### src/rtl/lsu_mem_ctrl_pkg.sv
`default_nettype none
// ============================================================================
// Module  : lsu_mem_ctrl_pkg
// Brief   : RAM access-mode codes and LSU state encoding shared by the
//           load/store controller and its split planner.
// Revision: 1.0 - initial release
// ============================================================================
package lsu_mem_ctrl_pkg;

  // RAM port width codes (match the RAM's existing mode defines)
  localparam logic [1:0] RAM_MODE_BYTE    = 2'd0;
  localparam logic [1:0] RAM_MODE_HALF    = 2'd1;
  localparam logic [1:0] RAM_MODE_WORD    = 2'd2;
  localparam logic [1:0] RAM_MODE_ILLEGAL = 2'd3;

  // Controller states
  typedef enum logic [1:0] {
    S_IDLE    = 2'd0,
    S_ISSUE   = 2'd1,
    S_LAST_RD = 2'd2,
    S_RESP    = 2'd3
  } lsu_state_t;

endpackage : lsu_mem_ctrl_pkg
`default_nettype wire

### src/rtl/lsu_split_plan.sv
`default_nettype none
// ============================================================================
// Module  : lsu_split_plan
// Brief   : Decides from access width and address offset whether a request
//           goes to the RAM as one direct access or as little-endian byte
//           beats, how many beats it needs, and whether the mode is illegal.
// Revision: 1.0 - initial release
// ============================================================================
module lsu_split_plan
  import lsu_mem_ctrl_pkg::*;
(
  input  logic [1:0] i_mode,
  input  logic [1:0] i_off,
  output logic       o_split,
  output logic [2:0] o_beats,
  output logic       o_illegal
);

  // The RAM handles any access that stays inside one aligned word
  always_comb begin
    o_split   = 1'b0;
    o_beats   = 3'd1;
    o_illegal = 1'b0;
    case (i_mode)
      RAM_MODE_BYTE: begin
        o_beats = 3'd1;
      end
      RAM_MODE_HALF: begin
        if (i_off == 2'd3) begin
          o_split = 1'b1;
          o_beats = 3'd2;
        end
      end
      RAM_MODE_WORD: begin
        if (i_off != 2'd0) begin
          o_split = 1'b1;
          o_beats = 3'd4;
        end
      end
      default: begin
        o_illegal = 1'b1;
        o_beats   = 3'd0;
      end
    endcase
  end

endmodule : lsu_split_plan
`default_nettype wire

### src/rtl/lsu_mem_ctrl.sv
`default_nettype none
// ============================================================================
// Module  : lsu_mem_ctrl
// Brief   : Load/store initiator between the memory stage and the data RAM.
//           Issues direct accesses or byte-beat splits, reassembles split
//           load data and returns a single-cycle response.
// Revision: 1.0 - initial release
// ============================================================================
module lsu_mem_ctrl
  import lsu_mem_ctrl_pkg::*;
#(
  parameter int ADDR_W = 16,
  parameter int DATA_W = 32
) (
  input  logic              clk,
  input  logic              rst_n,
  input  logic              i_req_valid,
  output logic              o_req_ready,
  input  logic              i_req_we,
  input  logic [ADDR_W-1:0] i_req_addr,
  input  logic [DATA_W-1:0] i_req_wdata,
  input  logic [1:0]        i_req_mode,
  input  logic              i_req_signed,
  output logic              o_resp_valid,
  output logic [DATA_W-1:0] o_resp_rdata,
  output logic              o_resp_err,
  output logic              o_ram_we,
  output logic [ADDR_W-1:0] o_ram_r_addr,
  output logic [ADDR_W-1:0] o_ram_w_addr,
  output logic [DATA_W-1:0] o_ram_w_data,
  output logic [1:0]        o_ram_write_mode,
  output logic [1:0]        o_ram_read_mode,
  output logic              o_ram_read_signed,
  input  logic [DATA_W-1:0] i_ram_r_data
);

  lsu_state_t        r_state;
  logic              r_we;
  logic              r_signed;
  logic              r_split;
  logic [ADDR_W-1:0] r_addr;
  logic [DATA_W-1:0] r_wdata;
  logic [1:0]        r_mode;
  logic [1:0]        r_last;   // index of the final beat (beat count - 1)
  logic [1:0]        r_beat;
  logic [DATA_W-1:0] r_asm;
  logic              r_resp_valid;
  logic              r_resp_err;
  logic [DATA_W-1:0] r_resp_rdata;

  logic              w_split;
  logic              w_illegal;
  logic [2:0]        w_beats;
  logic [ADDR_W-1:0] w_beat_addr;
  logic [1:0]        w_prev_beat;
  logic [DATA_W-1:0] w_asm_final;
  logic [DATA_W-1:0] w_load_result;

  lsu_split_plan u_plan (
    .i_mode    (i_req_mode),
    .i_off     (i_req_addr[1:0]),
    .o_split   (w_split),
    .o_beats   (w_beats),
    .o_illegal (w_illegal)
  );

  // Beat addresses wrap naturally at the address width
  assign w_beat_addr = r_addr + ADDR_W'(r_beat);
  assign w_prev_beat = r_beat - 2'd1;

  assign o_req_ready  = (r_state == S_IDLE);
  assign o_resp_valid = r_resp_valid;
  assign o_resp_err   = r_resp_err;
  assign o_resp_rdata = r_resp_rdata;

  // RAM port is driven only while issuing; decoding from state lets reset kill ram_we at once
  always_comb begin
    o_ram_we          = 1'b0;
    o_ram_r_addr      = '0;
    o_ram_w_addr      = '0;
    o_ram_w_data      = '0;
    o_ram_write_mode  = RAM_MODE_BYTE;
    o_ram_read_mode   = RAM_MODE_BYTE;
    o_ram_read_signed = 1'b0;
    if (r_state == S_ISSUE) begin
      o_ram_we     = r_we;
      o_ram_r_addr = w_beat_addr;
      o_ram_w_addr = w_beat_addr;
      if (r_split) begin
        o_ram_w_data = {{(DATA_W-8){1'b0}}, r_wdata[{r_beat, 3'b000} +: 8]};
      end else begin
        o_ram_w_data      = r_wdata;
        o_ram_write_mode  = r_mode;
        o_ram_read_mode   = r_mode;
        o_ram_read_signed = r_signed;
      end
    end
  end

  // Final load value: direct reads come pre-extended from the RAM, split reads are rebuilt here
  always_comb begin
    w_asm_final = r_asm;
    w_asm_final[{r_last, 3'b000} +: 8] = i_ram_r_data[7:0];
    if (!r_split) begin
      w_load_result = i_ram_r_data;
    end else if (r_mode == RAM_MODE_HALF) begin
      w_load_result = {{16{r_signed & w_asm_final[15]}}, w_asm_final[15:0]};
    end else begin
      w_load_result = w_asm_final;
    end
  end

  // Request FSM, beat counter, load assembly and registered response
  always_ff @(posedge clk or negedge rst_n) begin
    if (!rst_n) begin
      r_state      <= S_IDLE;
      r_we         <= 1'b0;
      r_signed     <= 1'b0;
      r_split      <= 1'b0;
      r_addr       <= '0;
      r_wdata      <= '0;
      r_mode       <= RAM_MODE_BYTE;
      r_last       <= 2'd0;
      r_beat       <= 2'd0;
      r_asm        <= '0;
      r_resp_valid <= 1'b0;
      r_resp_err   <= 1'b0;
      r_resp_rdata <= '0;
    end else begin
      r_resp_valid <= 1'b0;
      case (r_state)
        S_IDLE: begin
          if (i_req_valid) begin
            r_we     <= i_req_we;
            r_addr   <= i_req_addr;
            r_wdata  <= i_req_wdata;
            r_mode   <= i_req_mode;
            r_signed <= i_req_signed;
            r_split  <= w_split;
            r_last   <= 2'(w_beats - 3'd1);
            r_beat   <= 2'd0;
            if (w_illegal) begin
              r_state      <= S_RESP;
              r_resp_valid <= 1'b1;
              r_resp_err   <= 1'b1;
              r_resp_rdata <= '0;
            end else begin
              r_state <= S_ISSUE;
            end
          end
        end
        S_ISSUE: begin
          // Data of the previous beat is on the RAM output this cycle
          if (!r_we && (r_beat != 2'd0)) begin
            r_asm[{w_prev_beat, 3'b000} +: 8] <= i_ram_r_data[7:0];
          end
          if (r_beat == r_last) begin
            if (r_we) begin
              r_state      <= S_RESP;
              r_resp_valid <= 1'b1;
              r_resp_err   <= 1'b0;
            end else begin
              r_state <= S_LAST_RD;
            end
          end else begin
            r_beat <= r_beat + 2'd1;
          end
        end
        S_LAST_RD: begin
          r_state      <= S_RESP;
          r_resp_valid <= 1'b1;
          r_resp_err   <= 1'b0;
          r_resp_rdata <= w_load_result;
        end
        default: begin
          r_state <= S_IDLE;
        end
      endcase
    end
  end

endmodule : lsu_mem_ctrl
`default_nettype wire

### config.mk
export PLATFORM = sky130hd
export DESIGN_NAME = lsu_mem_ctrl
export DESIGN_NICKNAME = d
export VERILOG_FILES = /design/src/rtl/lsu_mem_ctrl_pkg.sv /design/src/rtl/lsu_split_plan.sv /design/src/rtl/lsu_mem_ctrl.sv
export SDC_FILE = /design/constraint.sdc
export NUM_CORES = 1
export LEC_CHECK = 0
export ABC_AREA = 1
export BUFFER_PORTS_ARGS = -buffer_cell sky130_fd_sc_hd__buf_2
export CAP_MARGIN = 20
export CORE_UTILIZATION = 57
export DETAILED_ROUTE_END_ITERATION = 8
export GPL_TIMING_DRIVEN = 1
export PLACE_DENSITY = 0.88
export REMOVE_ABC_BUFFERS = 1
export SLEW_MARGIN = 30
export SYNTH_ARGS = -nofsm -noshare
export SYNTH_HDL_FRONTEND = slang
export SYNTH_SLANG_ARGS = --single-unit
export TNS_END_PERCENT = 100
### constraint.sdc
create_clock -name clk -period 5.3 [get_ports clk]
set_clock_uncertainty 0.15 [all_clocks]
set_input_delay 1.06 -clock clk [delete_from_list [all_inputs] [get_ports clk]]
set_output_delay 1.06 -clock clk [all_outputs]
set_load 0.02 [all_outputs]
==> results.rst <==
.. list-table::
   :header-rows: 1

   * - Metric
     - Value
   * - Result of the run
     - completed
   * - Worst-case headroom to the max-slew limit
     - 47.3%
   * - Final hold vios
     - 0
   * - Clock group share of total power
     - 19.4%
   * - Leading cell type in the layout, fill and taps excluded
     - sky130_fd_sc_hd__nand2_1
   * - Startpoint type of the worst setup path
     - flop
   * - Multiplexer share of the synthesized area
     - 0%
   * - Xor/xnor cell area share of the yosys netlist
     - less than 1%
   * - Total CTS buffers
     - 17
   * - DRC viols
     - 0
   * - Maximum count of clock buffers along a single path
     - 2
   * - Antenna violations before repair
     - 0
   * - Largest net degree at the start of global routing
     - 94
   * - Die Area
     - approximately 0.013 mm²
   * - Number of global-route vias before repair
     - 6277
   * - Critical Path Start
     - r_beat[1]
   * - Final Setup Violations
     - 0
   * - Proportion of layout cells with a drive suffix above 1
     - a little over a fifth
   * - Logic gate share of total power
     - 48.9%
   * - Path class of the lowest-slack min-delay path
     - reg2reg
   * - Iteration-0 DRC count of the detailed router
     - roughly 410
   * - Number of buffers added to fix hold violations after cts
     - 0
   * - Post-Synth Adder-Cell Area
     - 4.24%
   * - Gr usage total
     - 29.6%
   * - Filler cells
     - 969
   * - Final estimated routing congestion in global placement
     - a little over 0.9
   * - Vias per cell
     - between 5 and 6
   * - Max FO, Critical Path
     - 21
   * - Max Clock Freq
     - 0.273 GHz
   * - Unrepaired setup endpoints after global routing
     - false
   * - CTS tree
     - yes
   * - Synth async-reset ratio
     - 100%
   * - Part of the cycle the worst path needs
     - 69.2%
   * - Vias post-DR
     - about 6600
   * - Largest stage delay on the critical path
     - between 0.5 and 0.6 ns
   * - Sequential share of the synthesized area
     - 44.9%
   * - Diode insertion count for antenna repair
     - 0
   * - Critical Setup Path Class
     - reg2out
   * - Clock Tree Root
     - sky130_fd_sc_hd__clkbuf_16
   * - Hold path startpoint
     - o_resp_rdata[9]
   * - DIE WIDTH
     - 113 µm
   * - Flop pwr share
     - 31.7%
   * - Count of unique library cells instantiated by Yosys
     - 33
   * - Clock-pin slew on the worst setup and hold paths
     - 0.05 ns
   * - Effective utilization at floorplan
     - 58.2%
   * - Endpoint class of the critical path
     - output pin
   * - Slew at the pin with the worst max-slew slack
     - slightly below 0.8 ns
   * - Data required, critical path
     - about 4.1 ns
   * - Synth Area in Compound Gates
     - 14.7%
   * - Highest-delay cell along the critical path
     - sky130_fd_sc_hd__clkinv_1
   * - Main flop type after synthesis
     - sky130_fd_sc_hd__dfrtp_1
   * - GR Overflow Total
     - 0
   * - Arrival time worst endpoint
     - 2.46 ns
   * - Fin Setup TNS
     - 0 ns
   * - Dominant combinational cell family by area after synthesis
     - simple AND/OR/NAND/NOR gates
   * - Post-synthesis cell count
     - 918
   * - Startpoint of the most critical register-to-register path
     - r_beat[1]
   * - Number of maximum-capacitance violations
     - 0
   * - I/O pin count
     - 192
   * - Area fraction in and, or, nand and nor cells after synthesis
     - about a quarter
   * - Cells resized by post-CTS repair
     - 0
   * - Rows
     - 40
   * - Cell Chain, Critical Path
     - clkinv_1 > a21oi_1 > o21ai_0 > a21oi_1 > a211oi_1 > buf_2
   * - Static power due to leakage
     - about 4.5 nW
   * - Per-instance average area after synthesis
     - 7.58 µm²
   * - Smallest setup slack after layout
     - 1.63 ns
   * - Total of buffers placed on input and output ports
     - 191
   * - Combined area of all synthesized cells
     - about 0.0070 mm²
   * - Floorplan die height
     - approximately 110 µm
   * - Net switching fraction of the power
     - a little under half
   * - Int Power
     - approximately 2.8 mW
   * - Final Slew Violations
     - 0
   * - Switching power
     - 2.37 mW
   * - First-pass detailed-route iteration total
     - 7
   * - Average wire per standard cell
     - about 14 µm
   * - Cell occurring most often along the worst timing path
     - sky130_fd_sc_hd__a21oi_1
   * - Net count reported at finish
     - 1185
   * - Total clock sinks
     - 125
   * - Maximum vdd ir drop
     - 0.345 mV
   * - Layout Area Growth over Synthesis
     - 19.1%
   * - Synth warn
     - 0
   * - Final ANT Viol Nets
     - 0
   * - Core region area
     - 0.0120 mm²
   * - Most frequent cells in the layout
     - 279 x sky130_fd_sc_hd__nand2_1, 190 x sky130_fd_sc_hd__buf_2, 125 x sky130_fd_sc_hd__dfrtp_1
   * - Clock insertion delay at the later pin of the skew report
     - 0.41 ns
   * - Post-CTS Setup Bufs
     - 0
   * - Post-DP HPWL
     - 12.3 mm
   * - Number of enable flip-flop cells after synthesis
     - 0
   * - Worst setup timing slack at the placement stage
     - ~1.8 ns
   * - Deepest level of the CTS H-tree
     - 4
   * - Number of storage elements in the synthesis netlist
     - roughly 130
   * - Ratio of total power to cell area
     - 618 mW/mm²
   * - Minimum clock period after layout
     - 3.67 ns
   * - First-pass GRT wire length
     - around 29 mm
   * - Wirelength, routed
     - 17.7 mm
area by class of cell:
type | instances | area, µm² | share of cell area [%]
well taps | 147 | 184 | 2.22
inverters | 88 | 333 | 4.01
clock inverters | 3 | 15.0 | 0.181
repair buffers | 197 | 1010 | 12.1
flip-flops and latches | 125 | 3130 | 37.7
clock buffers | 24 | 482 | 5.81
multi-input cells | 646 | 3150 | 37.9
through the flow:
stage / util, % / hold WS [ns] / std cells / total power [mW] / instance area (µm²)
floorplan: - / 0.302 / 859 / 3.31 / 6600
global placement: 65.1 / 0.307 / 1203 / 4.05 / 7790
detailed placement: 65.1 / 0.310 / 1203 / 4.13 / 7790
CTS: 69.3 / 0.324 / 1230 / 5.15 / 8290
global route: 69.3 / 0.344 / 1230 / 5.54 / 8290
finish: 69.3 / 0.322 / 1230 / 5.13 / 8290
cells by family (layout without fill, tap and decap cells):
group	Yosys count	count (layout)
DFF	125	125
and+or+nand+nor	437	437
buffers and inverters	147	312
adders and majority gates	23	23
AOI/OAI and AO/OA	181	181
xor gates and xnor gates	5	5
sequential cells by signal (all words and copies together), names as in the netlist:
register,cells
r_split,1
o_resp_valid,1
r_state,2
r_signed,1
r_wdata,32
o_resp_err,1
r_mode,2
r_beat,2
r_asm,32
r_last,2
r_addr,16
r_we,1
o_resp_rdata,32
worst max-delay path, delay by kind of cell (launching register included):
kind / cells / cell delay [ns]
compound gates: 4 / 0.72
buf+inv: 2 / 0.80
flops: 1 / 0.52
per-layer routing:
metal / vias to the layer above / global-route usage [%] / wire (µm)
met4: 0 / 14.2 / 376
met2: 269 / 51.9 / 8850
met3: 31 / 6.21 / 1180
li1: 3262 / - / -
met1: 3044 / 34.8 / 7250
met5: - / 0 / 0
path summary, 6_finish.rpt:
| path | end | cells after the start | slack (ns) |
|---|---|---|---|
| setup / recovery | o_ram_w_data[5] | 6 | 1.63 |
| hold / removal | o_resp_rdata[9] | 2 | 0.32 |
| setup reg to reg | r_asm[9] | 5 | 2.48 |
| hold reg to reg | o_resp_rdata[9] | 2 | 0.32 |
| max in group asynchronous | r_wdata[6] | 2 | 3.66 |
| min in group asynchronous | o_resp_rdata[20] | 1 | 0.50 |
cell usage after synthesis, types with 2 or more instances:
library cell / number / area (µm²)
sky130_fd_sc_hd__a211oi_1: 8 / 60.1
sky130_fd_sc_hd__a21oi_1: 45 / 225
sky130_fd_sc_hd__a22oi_1: 8 / 60.1
sky130_fd_sc_hd__a31oi_1: 3 / 18.8
sky130_fd_sc_hd__buf_2: 16 / 80.1
sky130_fd_sc_hd__buf_4: 22 / 165
sky130_fd_sc_hd__buf_6: 5 / 56.3
sky130_fd_sc_hd__clkbuf_1: 15 / 56.3
sky130_fd_sc_hd__clkinv_1: 3 / 11.3
sky130_fd_sc_hd__dfrtp_1: 125 / 3130
sky130_fd_sc_hd__ha_1: 22 / 275
sky130_fd_sc_hd__inv_1: 84 / 315
sky130_fd_sc_hd__nand2_1: 281 / 1050
sky130_fd_sc_hd__nand3_1: 52 / 260
sky130_fd_sc_hd__nand4_1: 10 / 62.6
sky130_fd_sc_hd__nor2_1: 81 / 304
sky130_fd_sc_hd__nor2_2: 2 / 12.5
sky130_fd_sc_hd__nor3_1: 5 / 25.0
sky130_fd_sc_hd__nor3_4: 2 / 32.5
sky130_fd_sc_hd__o21a_1: 3 / 22.5
sky130_fd_sc_hd__o21ai_0: 86 / 430
sky130_fd_sc_hd__o21ai_1: 3 / 15.0
sky130_fd_sc_hd__o31ai_1: 24 / 180
sky130_fd_sc_hd__xnor2_1: 2 / 17.5
sky130_fd_sc_hd__xor2_1: 3 / 26.3
power groups by stage:
stage                     Clock [mW]  Combinational [mW]  Sequential, mW
after floorplan                    0                1.55            1.76
after global placement             0                2.44            1.61
after detailed placement           0                2.50            1.63
after CTS                       1.01                2.52            1.62
after global routing            1.05                2.81            1.67
final                          0.993                2.51            1.63
Power figures use the tool's default switching activity.
